===== config.mk =====
export PLATFORM = sky130hd
export DESIGN_NAME = pipeline_hazard_controller_flat
export DESIGN_NICKNAME = d
export VERILOG_FILES = /design/src/rtl/pipeline_hazard_controller_if.sv /design/src/rtl/pipeline_hazard_controller.sv /design/src/flat_wrapper.sv
export SDC_FILE = /design/constraint.sdc
export NUM_CORES = 1
export LEC_CHECK = 0
export BUFFER_PORTS_ARGS = -buffer_cell sky130_fd_sc_hd__buf_4
export CAP_MARGIN = 20
export CORE_MARGIN = 10
export CORE_UTILIZATION = 30
export DETAILED_ROUTE_END_ITERATION = 12
export HOLD_SLACK_MARGIN = 0.05
export PLACE_DENSITY = 0.58
export SETUP_SLACK_MARGIN = 0.02
export SYNTH_ARGS = -nofsm -noshare
export SYNTH_HDL_FRONTEND = slang
export SYNTH_SLANG_ARGS = --single-unit
export TNS_END_PERCENT = 20

===== constraint.sdc =====
create_clock -name clk -period 1.2 [get_ports clk]
set_input_delay 0.06 -clock clk [delete_from_list [all_inputs] [get_ports clk]]
set_output_delay 0.06 -clock clk [all_outputs]
set_load 0.05 [all_outputs]

===== src/rtl/pipeline_hazard_controller_if.sv =====
// ID/EX hazard-control bundle: pipeline-side inputs and the stall/flush/interrupt controls.
// The master drives the pipeline observations; the controller sits on the slave side.
interface pipeline_hazard_controller_if;
    logic [3:0] id_src_addr;
    logic [3:0] id_dst_addr;
    logic       id_uses_src;
    logic       id_uses_dst;
    logic       id_two_word;
    logic       ex_mem_read;
    logic [3:0] ex_dest_addr;
    logic       ex_branch_taken;
    logic       int_req;
    logic       pc_write;
    logic       ifid_write;
    logic       ifid_flush;
    logic       idex_bubble;
    logic       imm_capture;
    logic       int_ack;
    logic [1:0] state;

    modport master (
        output id_src_addr, id_dst_addr, id_uses_src, id_uses_dst, id_two_word,
               ex_mem_read, ex_dest_addr, ex_branch_taken, int_req,
        input  pc_write, ifid_write, ifid_flush, idex_bubble, imm_capture, int_ack, state
    );

    modport slave (
        input  id_src_addr, id_dst_addr, id_uses_src, id_uses_dst, id_two_word,
               ex_mem_read, ex_dest_addr, ex_branch_taken, int_req,
        output pc_write, ifid_write, ifid_flush, idex_bubble, imm_capture, int_ack, state
    );
endinterface


===== src/rtl/pipeline_hazard_controller.sv =====
// Pipeline hazard controller: load-use stalls, branch flush, two-word immediate capture
// and interrupt drain sequencing.
module pipeline_hazard_controller #(
    parameter int unsigned STALL_CYCLES = 1,
    parameter int unsigned DRAIN_CYCLES = 3
) (
    input  logic clk,
    input  logic rst_n,
    pipeline_hazard_controller_if.slave bus
);
    typedef enum logic [1:0] {
        RUN   = 2'd0,
        IMM   = 2'd1,
        STALL = 2'd2,
        DRAIN = 2'd3
    } state_e;

    localparam logic [2:0] STALL_LOAD = 3'(STALL_CYCLES - 1);
    localparam logic [2:0] DRAIN_LOAD = 3'(DRAIN_CYCLES);

    state_e     state_q, state_d;
    logic [2:0] cnt_q, cnt_d;
    logic       int_pend_q, int_pend_d;
    logic       hazard;

    always_comb begin
        hazard = bus.ex_mem_read && (bus.ex_dest_addr != 4'hF) &&
                 ((bus.id_uses_src && (bus.id_src_addr == bus.ex_dest_addr)) ||
                  (bus.id_uses_dst && (bus.id_dst_addr == bus.ex_dest_addr)));
    end

    always_comb begin
        state_d         = state_q;
        cnt_d           = cnt_q;
        int_pend_d      = int_pend_q;
        bus.pc_write    = 1'b1;
        bus.ifid_write  = 1'b1;
        bus.ifid_flush  = 1'b0;
        bus.idex_bubble = 1'b0;
        bus.imm_capture = 1'b0;
        bus.int_ack     = 1'b0;
        bus.state       = state_q;

        if (!rst_n) begin
            // Outputs hold the pipeline frozen and bubbled for as long as reset is low
            bus.pc_write    = 1'b0;
            bus.ifid_write  = 1'b0;
            bus.ifid_flush  = 1'b1;
            bus.idex_bubble = 1'b1;
            bus.state       = RUN;
        end else begin
            if (bus.ex_branch_taken) begin
                bus.ifid_flush  = 1'b1;
                bus.idex_bubble = 1'b1;
                state_d         = RUN;
                cnt_d           = '0;
            end else begin
                case (state_q)
                    RUN: begin
                        if (hazard) begin
                            bus.pc_write    = 1'b0;
                            bus.ifid_write  = 1'b0;
                            bus.idex_bubble = 1'b1;
                            cnt_d           = STALL_LOAD;
                            state_d         = (STALL_CYCLES > 1) ? STALL : RUN;
                        end else if (int_pend_q) begin
                            state_d = DRAIN;
                            cnt_d   = DRAIN_LOAD;
                        end else if (bus.id_two_word) begin
                            state_d = IMM;
                        end
                    end
                    IMM: begin
                        bus.imm_capture = 1'b1;
                        bus.idex_bubble = 1'b1;
                        state_d         = RUN;
                    end
                    STALL: begin
                        bus.pc_write    = 1'b0;
                        bus.ifid_write  = 1'b0;
                        bus.idex_bubble = 1'b1;
                        cnt_d           = cnt_q - 3'd1;
                        if (cnt_q == 3'd1) state_d = RUN;
                    end
                    DRAIN: begin
                        bus.pc_write    = 1'b0;
                        bus.ifid_write  = 1'b0;
                        bus.ifid_flush  = 1'b1;
                        bus.idex_bubble = 1'b1;
                        cnt_d           = cnt_q - 3'd1;
                        if (cnt_q == 3'd1) begin
                            bus.int_ack = 1'b1;
                            state_d     = RUN;
                        end
                    end
                endcase
            end
            // A request coinciding with the acknowledge is dropped, not queued
            int_pend_d = bus.int_ack ? 1'b0 : (int_pend_q | bus.int_req);
        end
    end

    always_ff @(posedge clk) begin
        if (!rst_n) begin
            state_q    <= RUN;
            cnt_q      <= '0;
            int_pend_q <= 1'b0;
        end else begin
            state_q    <= state_d;
            cnt_q      <= cnt_d;
            int_pend_q <= int_pend_d;
        end
    end
endmodule


===== src/flat_wrapper.sv =====
// flat-port wrapper written by rule: the top's interface ports become plain ports
module pipeline_hazard_controller_flat 
#(
    parameter int unsigned STALL_CYCLES = 1,
    parameter int unsigned DRAIN_CYCLES = 3
)
  (clk, rst_n, bus_id_src_addr, bus_id_dst_addr, bus_id_uses_src, bus_id_uses_dst, bus_id_two_word, bus_ex_mem_read, bus_ex_dest_addr, bus_ex_branch_taken, bus_int_req, bus_pc_write, bus_ifid_write, bus_ifid_flush, bus_idex_bubble, bus_imm_capture, bus_int_ack, bus_state);
  pipeline_hazard_controller_if bus_i ();
  input  logic clk;
  input  logic rst_n;
  input wire logic [$bits(bus_i.id_src_addr)-1:0] bus_id_src_addr;
  input wire logic [$bits(bus_i.id_dst_addr)-1:0] bus_id_dst_addr;
  input wire logic [$bits(bus_i.id_uses_src)-1:0] bus_id_uses_src;
  input wire logic [$bits(bus_i.id_uses_dst)-1:0] bus_id_uses_dst;
  input wire logic [$bits(bus_i.id_two_word)-1:0] bus_id_two_word;
  input wire logic [$bits(bus_i.ex_mem_read)-1:0] bus_ex_mem_read;
  input wire logic [$bits(bus_i.ex_dest_addr)-1:0] bus_ex_dest_addr;
  input wire logic [$bits(bus_i.ex_branch_taken)-1:0] bus_ex_branch_taken;
  input wire logic [$bits(bus_i.int_req)-1:0] bus_int_req;
  output wire logic [$bits(bus_i.pc_write)-1:0] bus_pc_write;
  output wire logic [$bits(bus_i.ifid_write)-1:0] bus_ifid_write;
  output wire logic [$bits(bus_i.ifid_flush)-1:0] bus_ifid_flush;
  output wire logic [$bits(bus_i.idex_bubble)-1:0] bus_idex_bubble;
  output wire logic [$bits(bus_i.imm_capture)-1:0] bus_imm_capture;
  output wire logic [$bits(bus_i.int_ack)-1:0] bus_int_ack;
  output wire logic [$bits(bus_i.state)-1:0] bus_state;
  assign bus_i.id_src_addr = bus_id_src_addr;
  assign bus_i.id_dst_addr = bus_id_dst_addr;
  assign bus_i.id_uses_src = bus_id_uses_src;
  assign bus_i.id_uses_dst = bus_id_uses_dst;
  assign bus_i.id_two_word = bus_id_two_word;
  assign bus_i.ex_mem_read = bus_ex_mem_read;
  assign bus_i.ex_dest_addr = bus_ex_dest_addr;
  assign bus_i.ex_branch_taken = bus_ex_branch_taken;
  assign bus_i.int_req = bus_int_req;
  assign bus_pc_write = bus_i.pc_write;
  assign bus_ifid_write = bus_i.ifid_write;
  assign bus_ifid_flush = bus_i.ifid_flush;
  assign bus_idex_bubble = bus_i.idex_bubble;
  assign bus_imm_capture = bus_i.imm_capture;
  assign bus_int_ack = bus_i.int_ack;
  assign bus_state = bus_i.state;
  pipeline_hazard_controller #(.STALL_CYCLES(STALL_CYCLES), .DRAIN_CYCLES(DRAIN_CYCLES)) u_core (.clk(clk), .rst_n(rst_n), .bus(bus_i));
endmodule

# After elaboration in Yosys (flattened, before gate mapping)
# Cells that the tools add are included.
# W data, S select, Z words.
[totals] regBits=6 inputBits=20 output_inout_bits=8 wordCells=57
[op_classes] addsub=1 n_eq_ne=10 muxes=28 bitwise_logic=2 reduce_logical=13
[ops] cell="$mux W1" count=17
[ops] cell="$mux W2" count=5
[ops] cell="$eq A4 B4 Y1" count=2
[ops] cell="$mux W3" count=2
[ops] cell="$pmux W2 S3" count=1
[ops] cell="$pmux W3 S2" count=1
[ops] cell="$reduce_or A2 Y1" count=3
[ops] cell="$eq A2 B2 Y1 const B" count=2
[ops] cell="$logic_and A1 B1 Y1" count=4
[ops] cell="$ne A4 B2 Y1 const B" count=1
[ops] cell="$ne A4 B4 Y1 const B" count=1
[ops] cell="$pmux W1 S2" count=2
[ops] cell="$reduce_and A2 Y1" count=2
[ops] cell="$eq A3 B1 Y1 const B" count=1
[ops] cell="$ne A3 B1 Y1 const B" count=1
[ops] cell="$reduce_or A3 Y1" count=1
[ops] cell="$sub A3 B1 Y3 const B" count=1
[ops] cell="$eq A2 B1 Y1 const B" count=1
[ops] cell="$logic_not A2 Y1" count=1
[ops] cell="$ne A2 B1 Y1 const B" count=1
[ops] cell="$reduce_bool A2 Y1" count=1
[ops] cell="$logic_or A1 B1 Y1" count=1
[ops] cell="$not A1 Y1" count=1
[ops] cell="$or A1 B1 Y1" count=1

# Depth between registers and ports, before layout
# Gate-level depths: netlist of the first run.
[depth] ltp_word=8 ltp_mapped=6

# Worst setup path after synthesis of the first run
# OpenSTA, ideal clock, no wires.
[synth_timing] path_kind="reg2out" from="reg u_core.state_q[1]" to="out bus_imm_capture" t_arrival_ns=1.668 required_ns=1.140 slack_ns=-0.528 path_stages_with_launch=3 path_cell_list="dfxtp_1 > clkbuf_1 > nor3b_1"
[synth_via] elab_chain_len=4
[synth_rtl] element="start: declaration" line="pipeline_hazard_controller.sv:21" source="state_e state_q, state_d;"
[synth_rtl] element="start signal: assignment" line="pipeline_hazard_controller.sv:109" source="state_q <= state_d;"
[synth_rtl] element="$eq A2 B1 Y1" line="pipeline_hazard_controller.sv:58" source="case (state_q)"
[synth_rtl] element="$mux W1" line="pipeline_hazard_controller.sv:58"
[synth_rtl] element="$mux W1" line="pipeline_hazard_controller.sv:52" source="if (bus.ex_branch_taken) begin"
[synth_rtl] element="$mux W1" line="pipeline_hazard_controller.sv:44" source="if (!rst_n) begin"
[synth_rtl] element="end: declaration" line="flat_wrapper.sv:24" source="output wire logic [$bits(bus_i.imm_capture)-1:0] bus_imm_capture;"
# Every way passes these cells.

# Worst setup path after layout of the first run
[layout_timing] from="reg u_core.state_q[0]" to="out bus_int_ack"
[layout_via] elab_chain_len=5
[layout_rtl] element="$eq A2 B2 Y1" line="pipeline_hazard_controller.sv:58"
[layout_rtl] element="$mux W1" line="pipeline_hazard_controller.sv:58"
[layout_rtl] element="$mux W1" line="pipeline_hazard_controller.sv:52"
[layout_rtl] element="$mux W1 (2 in series)" line="pipeline_hazard_controller.sv:44"
[layout_rtl] element="end: declaration" line="flat_wrapper.sv:25" source="output wire logic [$bits(bus_i.int_ack)-1:0] bus_int_ack;"
# Every way passes these cells. The select of a mux whose other input is x is not followed.

==> flow_summary.toml, run 1 <==
[critical_path]
slowest_stage = "dfxtp_4"
cpLargestDelayFamily = "simple AND/OR/NAND/NOR gates"
timing.critical_path.buf_inv = 1
cp-start-kind = "flop"
arrival_ns = 1.29
path_depth = 4
worstReg2RegStart = "u_core.cnt_q[1]"
reg2reg_depth = 7
rrSetupSlack_ns = 0.01
cp_max_fo = 4
crit_required_ns = 1.14
worstPathCellList = "nand2_2 -> nor4b_4 -> and2_4 -> buf_8"
slowest_delay_ns = 0.37
end_kind = "output port"
startpoint = "u_core.state_q[0]"
endpoint = "bus_int_ack"
r2r_end = "u_core.cnt_q[2]"
path_class = "reg -> out"

[routing]
post_drt_wl_per_cell_um = 14.5
vias = 609
vias_per_cell = 5.03
drt-initial-drc-count = 11
drc = 0
first_pass_iters = 4
postRouteAntennaNets = 0
drt_wl_total_um = 1760

[clock_network]
clkLatencyLatePin_ns = 0.25
cts_hold_buffers = 0
cts.reportedPaths.clkPinSlew_ns = 0.04
htree_levels = 1
cts_inserted_buffers = 3
clock_sinks = 6
cts_buffer_depth = 2
clockRootBuffer = "clkbuf_4"
cts_tree = "built"

[global_route]
grt.total_usage = 0.0990
grt_first_pass_wirelength_um = 2850
grt_overflow = 0
grt_max_degree = 10
grt_pass1_vias = 650
antenna_found_initial = 0

[layout]
nFillCells = 135
layout.nets = 129
drive_above_1_share = 0.619
diodes = 0
syn2layout_area_growth_pct = 95.8
fin_area_sq_um = 982

[die]
dieArea_sq_mm = 0.00371
die_h_um = 60.9
start_util = 0.325
core_sq_mm = 0.00154
num_io_pins = 28
rows = 14
fp.dieW_um = 60.9

[timing]
slew_headroom = 0.764
fmaxAchievable_ghz = 0.738
rsz0062_at_grt = "true"
hold_viol = 0
setup_viol = 4
finalMaxSlewViolations = 0
fin_skew_ns = 0.00135
min_period_ns = 1.35
tightest_slew_ns = 0.354
worst_slack_ns = -0.155
post-route-period-util = 1.13

[placement]
numPortBuffers = 27
gp_congestion = 0.733
placed_area_sq_um = 827
post-place-ws_ns = -0.227
hpwl_um = 1330

[synth]
yosysWarnings = 0
syn_area_per_cell_sq_um = 8.09
syn_inst = 62
netlist_area_sq_um = 502
syn_nets = 84
ys_ff_latch = 6
seq_area_frac_synth = 0.239
ys_types = 31

[pwr]
powerDensity_mw_per_mm2 = 730
vdd_drop_max_v = 0.000520
p_leak_nw = 0.433

[run_status]
status = "complete, but fails checks"
violations = "negative setup slack"

[hold_path]
hold_path.class = "in -> reg"
holdPathStages = 3

[job]
drv_cap = 0
-- per-layer routing --
layer | vias up | part of all wire | GRT usage
met5 | - | 0 | 0
met1 | 278 | 0.39 | 0.106
li1 | 312 | - | -
met3 | 4 | 0.068 | 0.0251
met2 | 15 | 0.52 | 0.172
met4 | 0 | 0.016 | 0.0564
-- layout make-up --
cell class	count	area, sq um	area share
multi-input cells	47	425	0.433
repair buffers	42	360	0.367
well taps	16	20.0	0.0204
flip-flops and latches	6	128	0.130
clock buffers	3	22.5	0.0229
inverters	7	26.3	0.0268
-- worst register-to-register path, cell delays in order (launching register included) --
cell and delay (ns):
dfxtp_2 0.33, inv_2 0.05, buf_4 0.13, buf_6 0.11
ha_4 0.14, nand2_2 0.06, o21ai_1 0.07, a22o_1 0.21
-- how the worst min path moves through the flow --
stage / endpoint / from / slack, ns
floorplan: u_core.int_pend_q / rst_n / 0.20
finish: u_core.int_pend_q / bus_int_req / 0.08
global route: u_core.int_pend_q / bus_int_req / 0.11
global placement: u_core.int_pend_q / bus_int_req / 0.33
CTS: u_core.int_pend_q / bus_int_req / 0.08
detailed placement: u_core.int_pend_q / bus_int_req / 0.33
-- Yosys cell counts --
library cell  count  area (sq um)
and4bb_1          1          12.5
a211oi_1          2          15.0
nor2b_1           2          12.5
nand3_1           1          5.00
nor4_1            1          6.26
a41oi_1           1          8.76
a22o_1            1          8.76
clkbuf_1          1          3.75
nor4b_1           1          8.76
nor3b_1           1          7.51
buf_4             1          7.51
nand2b_1          4          25.0
a21oi_1           1          5.00
nor3_1            3          15.0
and2_1            3          18.8
o2111ai_1         1          8.76
o21a_1            3          22.5
dfxtp_1           6           120
xnor2_1           1          8.76
or2_2             1          6.26
ha_1              2          25.0
xor2_1            4          35.0
inv_1             6          22.5
o21ai_0           2          10.0
a41oi_2           1          16.3
inv_2             1          3.75
a222oi_1          1          10.0
o311a_1           1          10.0
nor2_1            2          7.51
nand2_1           4          15.0
a32o_1            2          20.0
-- repair_timing --
action,CTS,global route
cloned,0,0
endpoints found under the hold margin,0,0
endpoints found under the setup margin,9,7
gates resized for setup,31,2
setup buffers,2,0
pin swaps,7,2
-- layout by cell type, fill, tap and decap left out, types with 2 or more instances in the layout --
| cell type | n |
|---|---|
| a32o_1 | 2 |
| and2_1 | 2 |
| buf_4 | 34 |
| buf_6 | 4 |
| buf_8 | 4 |
| clkbuf_4 | 3 |
| dfxtp_1 | 2 |
| dfxtp_2 | 3 |
| ha_4 | 2 |
| inv_1 | 4 |
| inv_2 | 3 |
| nand2_2 | 3 |
| nand2b_1 | 4 |
| nor2b_1 | 2 |
| nor3_1 | 3 |
| o21a_1 | 3 |
| xor2_1 | 4 |
-- cells by family after synthesis --
kind of cell | count (synthesis) | synth area share
fa+ha+maj | 2 | 0.0499
compound gates | 16 | 0.269
simple gates | 24 | 0.279
flops | 6 | 0.239
xor+xnor | 5 | 0.0873
buf+inv | 9 | 0.0748
-- power by group --
part	switching, mW	internal (mW)
clock network	0.0768	0.113
logic	0.144	0.159
registers	0.0116	0.212
-- sequential cells by signal (all words and copies together), names as in the netlist --
name	count
u_core.state_q	2
u_core.int_pend_q	1
u_core.cnt_q	3
-- through the flow --
| step | std cells | total power [mW] | hold slack [ns] | util | TNS [ns] |
|---|---|---|---|---|---|
| global route | 121 | 0.747 | 0.110 | 0.637 | -0.956 |
| CTS | 121 | 0.721 | 0.0759 | 0.633 | -0.554 |
| detailed placement | 116 | 0.481 | 0.333 | 0.537 | -1.21 |
| global placement | 116 | 0.479 | 0.325 | 0.537 | -1.10 |
| finish | 121 | 0.717 | 0.0776 | 0.637 | -0.497 |
| floorplan | 62 | 0.360 | 0.196 | - | -0.318 |
(Power assumes the default switching activity.)
==> run 2: changes to the inputs <==
--- a/config.mk
+++ b/config.mk
@@ -12,7 +12,6 @@
 export DETAILED_ROUTE_END_ITERATION = 12
 export HOLD_SLACK_MARGIN = 0.05
 export PLACE_DENSITY = 0.58
-export SETUP_SLACK_MARGIN = 0.02
 export SYNTH_ARGS = -nofsm -noshare
 export SYNTH_HDL_FRONTEND = slang
 export SYNTH_SLANG_ARGS = --single-unit
==> flow_summary.toml, run 2 (synthesized netlist as in run 1, its figures left out) <==
[run_status]
status = "complete, but fails checks"
violations = "negative setup slack"

[die]
num_io_pins = 28
rows = 14
core_sq_mm = 0.00154
start_util = 0.325
fp.dieW_um = 60.9
die_h_um = 60.9
dieArea_sq_mm = 0.00371

[routing]
vias = 606
drt_wl_total_um = 1750
first_pass_iters = 4
post_drt_wl_per_cell_um = 14.4
drt-initial-drc-count = 18
vias_per_cell = 5.01
drc = 0
postRouteAntennaNets = 0

[layout]
multiInputGateArea_sq_um = 425
syn2layout_area_growth_pct = 95.0
final_common_cell = "buf_4"
nFillCells = 137
largest_reg_flops = 3
fin_area_sq_um = 978
largestRegisters = "u_core.cnt_q (3), u_core.state_q (2), u_core.int_pend_q (1)"
regArea_sq_um = 128
layout_common_cells = "35 x buf_4, 5 x inv_1, 4 x xor2_1, 4 x nand2b_1, 4 x buf_8"
layout.nets = 129
regMostFlops = "u_core.cnt_q"
diodes = 0
drive_above_1_share = 0.610

[critical_path]
worstPathCellList = "nand2_2 -> nor4b_4 -> and2_4 -> buf_8"
slowest_delay_ns = 0.37
cp-start-kind = "flop"
worstReg2RegStart = "u_core.cnt_q[1]"
arrival_ns = 1.29
cp_max_fo = 4
end_kind = "output port"
slowest_stage = "dfxtp_4"
crit_required_ns = 1.14
path_class = "reg -> out"
startpoint = "u_core.state_q[0]"

[timing]
rsz0062_at_grt = "true"
min_period_ns = 1.35
hold_viol = 0
worst_slack_ns = -0.152
fin_skew_ns = 0.000449
post-route-period-util = 1.13
setup_viol = 5
finalMaxSlewViolations = 0
fmaxAchievable_ghz = 0.739
tightest_slew_ns = 0.348
slew_headroom = 0.768

[global_route]
grt.total_usage = 0.0978
grt_first_pass_wirelength_um = 2820
grt_pass1_vias = 649
grt_overflow = 0
grt_max_degree = 10
antenna_found_initial = 0

[pwr]
p_sw_mw = 0.228
vdd_drop_max_v = 0.000521
seqPwrFrac = 0.315
pwr-share-comb = 0.424
powerDensity_mw_per_mm2 = 727
intPower_mw = 0.483
p_leak_nw = 0.431
clockPowerShare = 0.261
swShare = 0.321

[placement]
placed_area_sq_um = 827
gp_congestion = 0.733
hpwl_um = 1330
numPortBuffers = 27
post-place-ws_ns = -0.227

[clock_network]
clock_sinks = 6
htree_levels = 1
cts_buffer_depth = 2
clockRootBuffer = "clkbuf_4"
cts.reportedPaths.clkPinSlew_ns = 0.04
clkLatencyLatePin_ns = 0.24
cts_inserted_buffers = 3
cts_tree = "built"

[hold_path]
min_from = "bus_int_req"
hold_path.class = "in -> reg"

[job]
drv_cap = 0
-- run 2: cell counts in the layout (fill, tap and decap cells not counted) --
No cell type changed its count.
-- run 2: critical path, delay by kind of cell (launching register included) --
| family | cells | cell delay (ns) |
|---|---|---|
| DFF | 1 | 0.37 |
| buffers and inverters | 1 | 0.13 |
| and+or+nand+nor | 3 | 0.55 |
-- run 2: layout make-up --
cell class	instances	area share
multi-input cells	47	0.435
clock buffers	3	0.0230
inverters	7	0.0269
flip-flops and latches	6	0.130
well taps	16	0.0205
repair buffers	42	0.364
-- run 2: repair_timing --
action                     4_1_cts  5_1_grt
setup endpoints to repair        7        7
gates resized for setup         28        3
pin swaps                        6        2
buffers inserted                 2        0
hold buffers                     0        0
-- run 2: worst paths after layout --
path,endpoint,slack [ns],depth (start not counted)
setup / recovery,bus_int_ack,-0.15,4
hold / removal,u_core.int_pend_q,0.08,3
setup reg to reg,u_core.cnt_q[2],0,7
hold reg to reg,u_core.state_q[1],0.63,2
-- run 2: stage by stage --
stage / TNS (ns) / hold slack [ns] / std cells / power (mW) / utilization
2_1_floorplan: -0.318 / 0.196 / 62 / 0.360 / -
3_3_place_gp: -1.10 / 0.325 / 116 / 0.479 / 0.537
3_5_place_dp: -1.21 / 0.333 / 116 / 0.481 / 0.537
4_1_cts: -0.560 / 0.0759 / 121 / 0.718 / 0.628
5_1_grt: -0.982 / 0.110 / 121 / 0.745 / 0.635
6_report: -0.493 / 0.0813 / 121 / 0.711 / 0.635
-- run 2: layer usage --
| metal | wire [um] | track usage |
|---|---|---|
| met3 | 138 | 0.0251 |
| met1 | 684 | 0.105 |
| met5 | 0 | 0 |
| met4 | 10 | 0.0564 |
| met2 | 913 | 0.169 |
-- run 2: power by group through the flow --
stage | clock network, mW | logic, mW | registers (mW)
floorplan | 0 | 0.137 | 0.224
global placement | 0 | 0.256 | 0.223
detailed placement | 0 | 0.258 | 0.223
CTS | 0.194 | 0.300 | 0.223
global route | 0.194 | 0.326 | 0.225
finish | 0.186 | 0.301 | 0.224
==> run 3: changes to the inputs <==
--- a/config.mk
+++ b/config.mk
@@ -7,11 +7,12 @@
 export LEC_CHECK = 0
 export BUFFER_PORTS_ARGS = -buffer_cell sky130_fd_sc_hd__buf_4
 export CAP_MARGIN = 20
-export CORE_MARGIN = 10
-export CORE_UTILIZATION = 30
+export CORE_AREA = 10 10 47 49
 export DETAILED_ROUTE_END_ITERATION = 12
+export DIE_AREA = 0 0 57 59
 export HOLD_SLACK_MARGIN = 0.05
-export PLACE_DENSITY = 0.58
+export PLACE_DENSITY = 0.7
+export REMOVE_ABC_BUFFERS = 1
 export SYNTH_ARGS = -nofsm -noshare
 export SYNTH_HDL_FRONTEND = slang
 export SYNTH_SLANG_ARGS = --single-unit
==> flow_summary.toml, run 3 (synthesized netlist as in run 1, its figures left out) <==
[critical_path]
end_kind = "output port"
cp_max_fo = 2
timing.critical_path.buf_inv = 2
path_class = "in -> out"
slowest_stage = "o311a_1"
cpMostUsedCell = "buf_6"
slowest_delay_ns = 0.41
cp-start-kind = "primary input"
cpLargestDelayFamily = "compound AO/OA/AOI/OAI gates"
worstPathCellList = "buf_6 -> a222oi_1 -> and4bb_1 -> a41oi_2 -> o311a_1 -> buf_6"
crit_required_ns = 1.14
arrival_ns = 1.32

[routing]
vias = 614
drt-initial-drc-count = 14
drc = 0
postRouteAntennaNets = 0
drt_wl_total_um = 1810
vias_per_cell = 5.03
first_pass_iters = 4
post_drt_wl_per_cell_um = 14.8

[global_route]
grt_first_pass_wirelength_um = 2660
grt.total_usage = 0.0970
antenna_found_initial = 0
grt_pass1_vias = 611
grt_max_degree = 9
grt_overflow = 0

[die]
num_io_pins = 28
fp.dieW_um = 57
die_h_um = 59
start_util = 0.358
rows = 14
core_sq_mm = 0.00140
dieArea_sq_mm = 0.00336

[pwr]
vdd_drop_max_v = 0.000630
p_sw_mw = 0.235
intPower_mw = 0.485
pwr-share-comb = 0.427
swShare = 0.326
clockPowerShare = 0.263
p_leak_nw = 0.435
powerDensity_mw_per_mm2 = 725
seqPwrFrac = 0.311

[clock_network]
cts_hold_buffers = 0
cts_inserted_buffers = 3
clock_sinks = 6
cts_buffer_depth = 2
clockRootBuffer = "clkbuf_4"
cts.reportedPaths.clkPinSlew_ns = 0.04
clkLatencyLatePin_ns = 0.25
htree_levels = 1
cts_tree = "built"

[timing]
rsz0062_at_grt = "true"
fmaxAchievable_ghz = 0.727
finalMaxSlewViolations = 0
whs_ns = 0.0736
setup_viol = 5
fin_skew_ns = 0.00192
tightest_slew_ns = 0.340
post-route-period-util = 1.15
hold_viol = 0
worst_slack_ns = -0.176
slew_headroom = 0.773
min_period_ns = 1.38
tns_ns = -0.590

[placement]
hpwl_um = 1350
gp_congestion = 0.818
placed_area_sq_um = 803
post-place-ws_ns = -0.269
numPortBuffers = 27

[layout]
diodes = 0
layout_common_cells = "31 x buf_4, 11 x buf_6, 5 x inv_1"
fin_area_sq_um = 993
drive_above_1_share = 0.604
nFillCells = 109
largest_reg_flops = 3
largestRegisters = "u_core.cnt_q (3), u_core.state_q (2), u_core.int_pend_q (1)"
layout.nets = 130
regMostFlops = "u_core.cnt_q"
syn2layout_area_growth_pct = 98.0
final_common_cell = "buf_4"

[hold_path]
hold_path.class = "in -> reg"

[run_status]
status = "complete, but fails checks"
violations = "negative setup slack"

[job]
drv_cap = 0
==> run 3: changes by cell type in the layout (fill, tap and decap cells not counted), sizes merged <==
cell	previous run	this run
buf	42	43
==> run 3: what timing repair did <==
| item | in CTS | in global routing |
|---|---|---|
| pin swaps | 9 | 5 |
| endpoints found under the hold margin | 0 | 0 |
| setup buffers | 3 | 1 |
| setup endpoints to repair | 7 | 10 |
| resized for setup | 19 | 15 |
==> run 3: power by group through the flow <==
stage	sequential, mW	combinational, mW	clock, mW
2_1_floorplan	0.226	0.121	0
3_3_place_gp	0.222	0.247	0
3_5_place_dp	0.223	0.251	0
4_1_cts	0.222	0.284	0.195
5_1_grt	0.224	0.329	0.206
6_report	0.224	0.307	0.189
==> run 3: final timing paths <==
| path | start | endpoint | slack [ns] | depth (start not counted) |
|---|---|---|---|---|
| worst min-delay path | bus_int_req | u_core.int_pend_q | 0.07 | 3 |
| worst max-delay path | bus_id_src_addr[0] | bus_pc_write | -0.18 | 6 |
| worst max register to register | u_core.cnt_q[1] | u_core.cnt_q[2] | 0 | 7 |
| worst min register to register | u_core.int_pend_q | u_core.state_q[1] | 0.65 | 2 |
==> run 3: worst reg2reg max path, stage by stage, from the launching register on <==
cell and delay [ns]:
dfxtp_2 0.33, inv_2 0.05, buf_4 0.12, buf_4 0.13
ha_4 0.15, nand2_2 0.05, o21ai_1 0.05, a22o_1 0.21
==> run 3: per-layer routing <==
metal,wire length (um),vias up,GRT usage,part of all wire
met5,0,-,0,0
met3,184,4,0.0472,0.10
met1,719,276,0.0967,0.40
li1,-,312,-,-
met4,31,0,0.0503,0.017
met2,873,22,0.164,0.48
==> run 3: layout make-up <==
class	instances	area (sq um)	share of cell area
repair buffers	43	372	0.374
clock buffers	3	22.5	0.0227
flip-flops and latches	6	124	0.125
multi-input cells	47	429	0.432
inverters	7	26.3	0.0264
well taps	16	20.0	0.0202
==> run 3: stage by stage <==
stage	power [mW]	utilization	std cells
floorplan	0.347	-	60
global placement	0.470	0.573	115
detailed placement	0.473	0.573	115
CTS	0.702	0.662	121
global route	0.760	0.709	122
finish	0.720	0.709	122
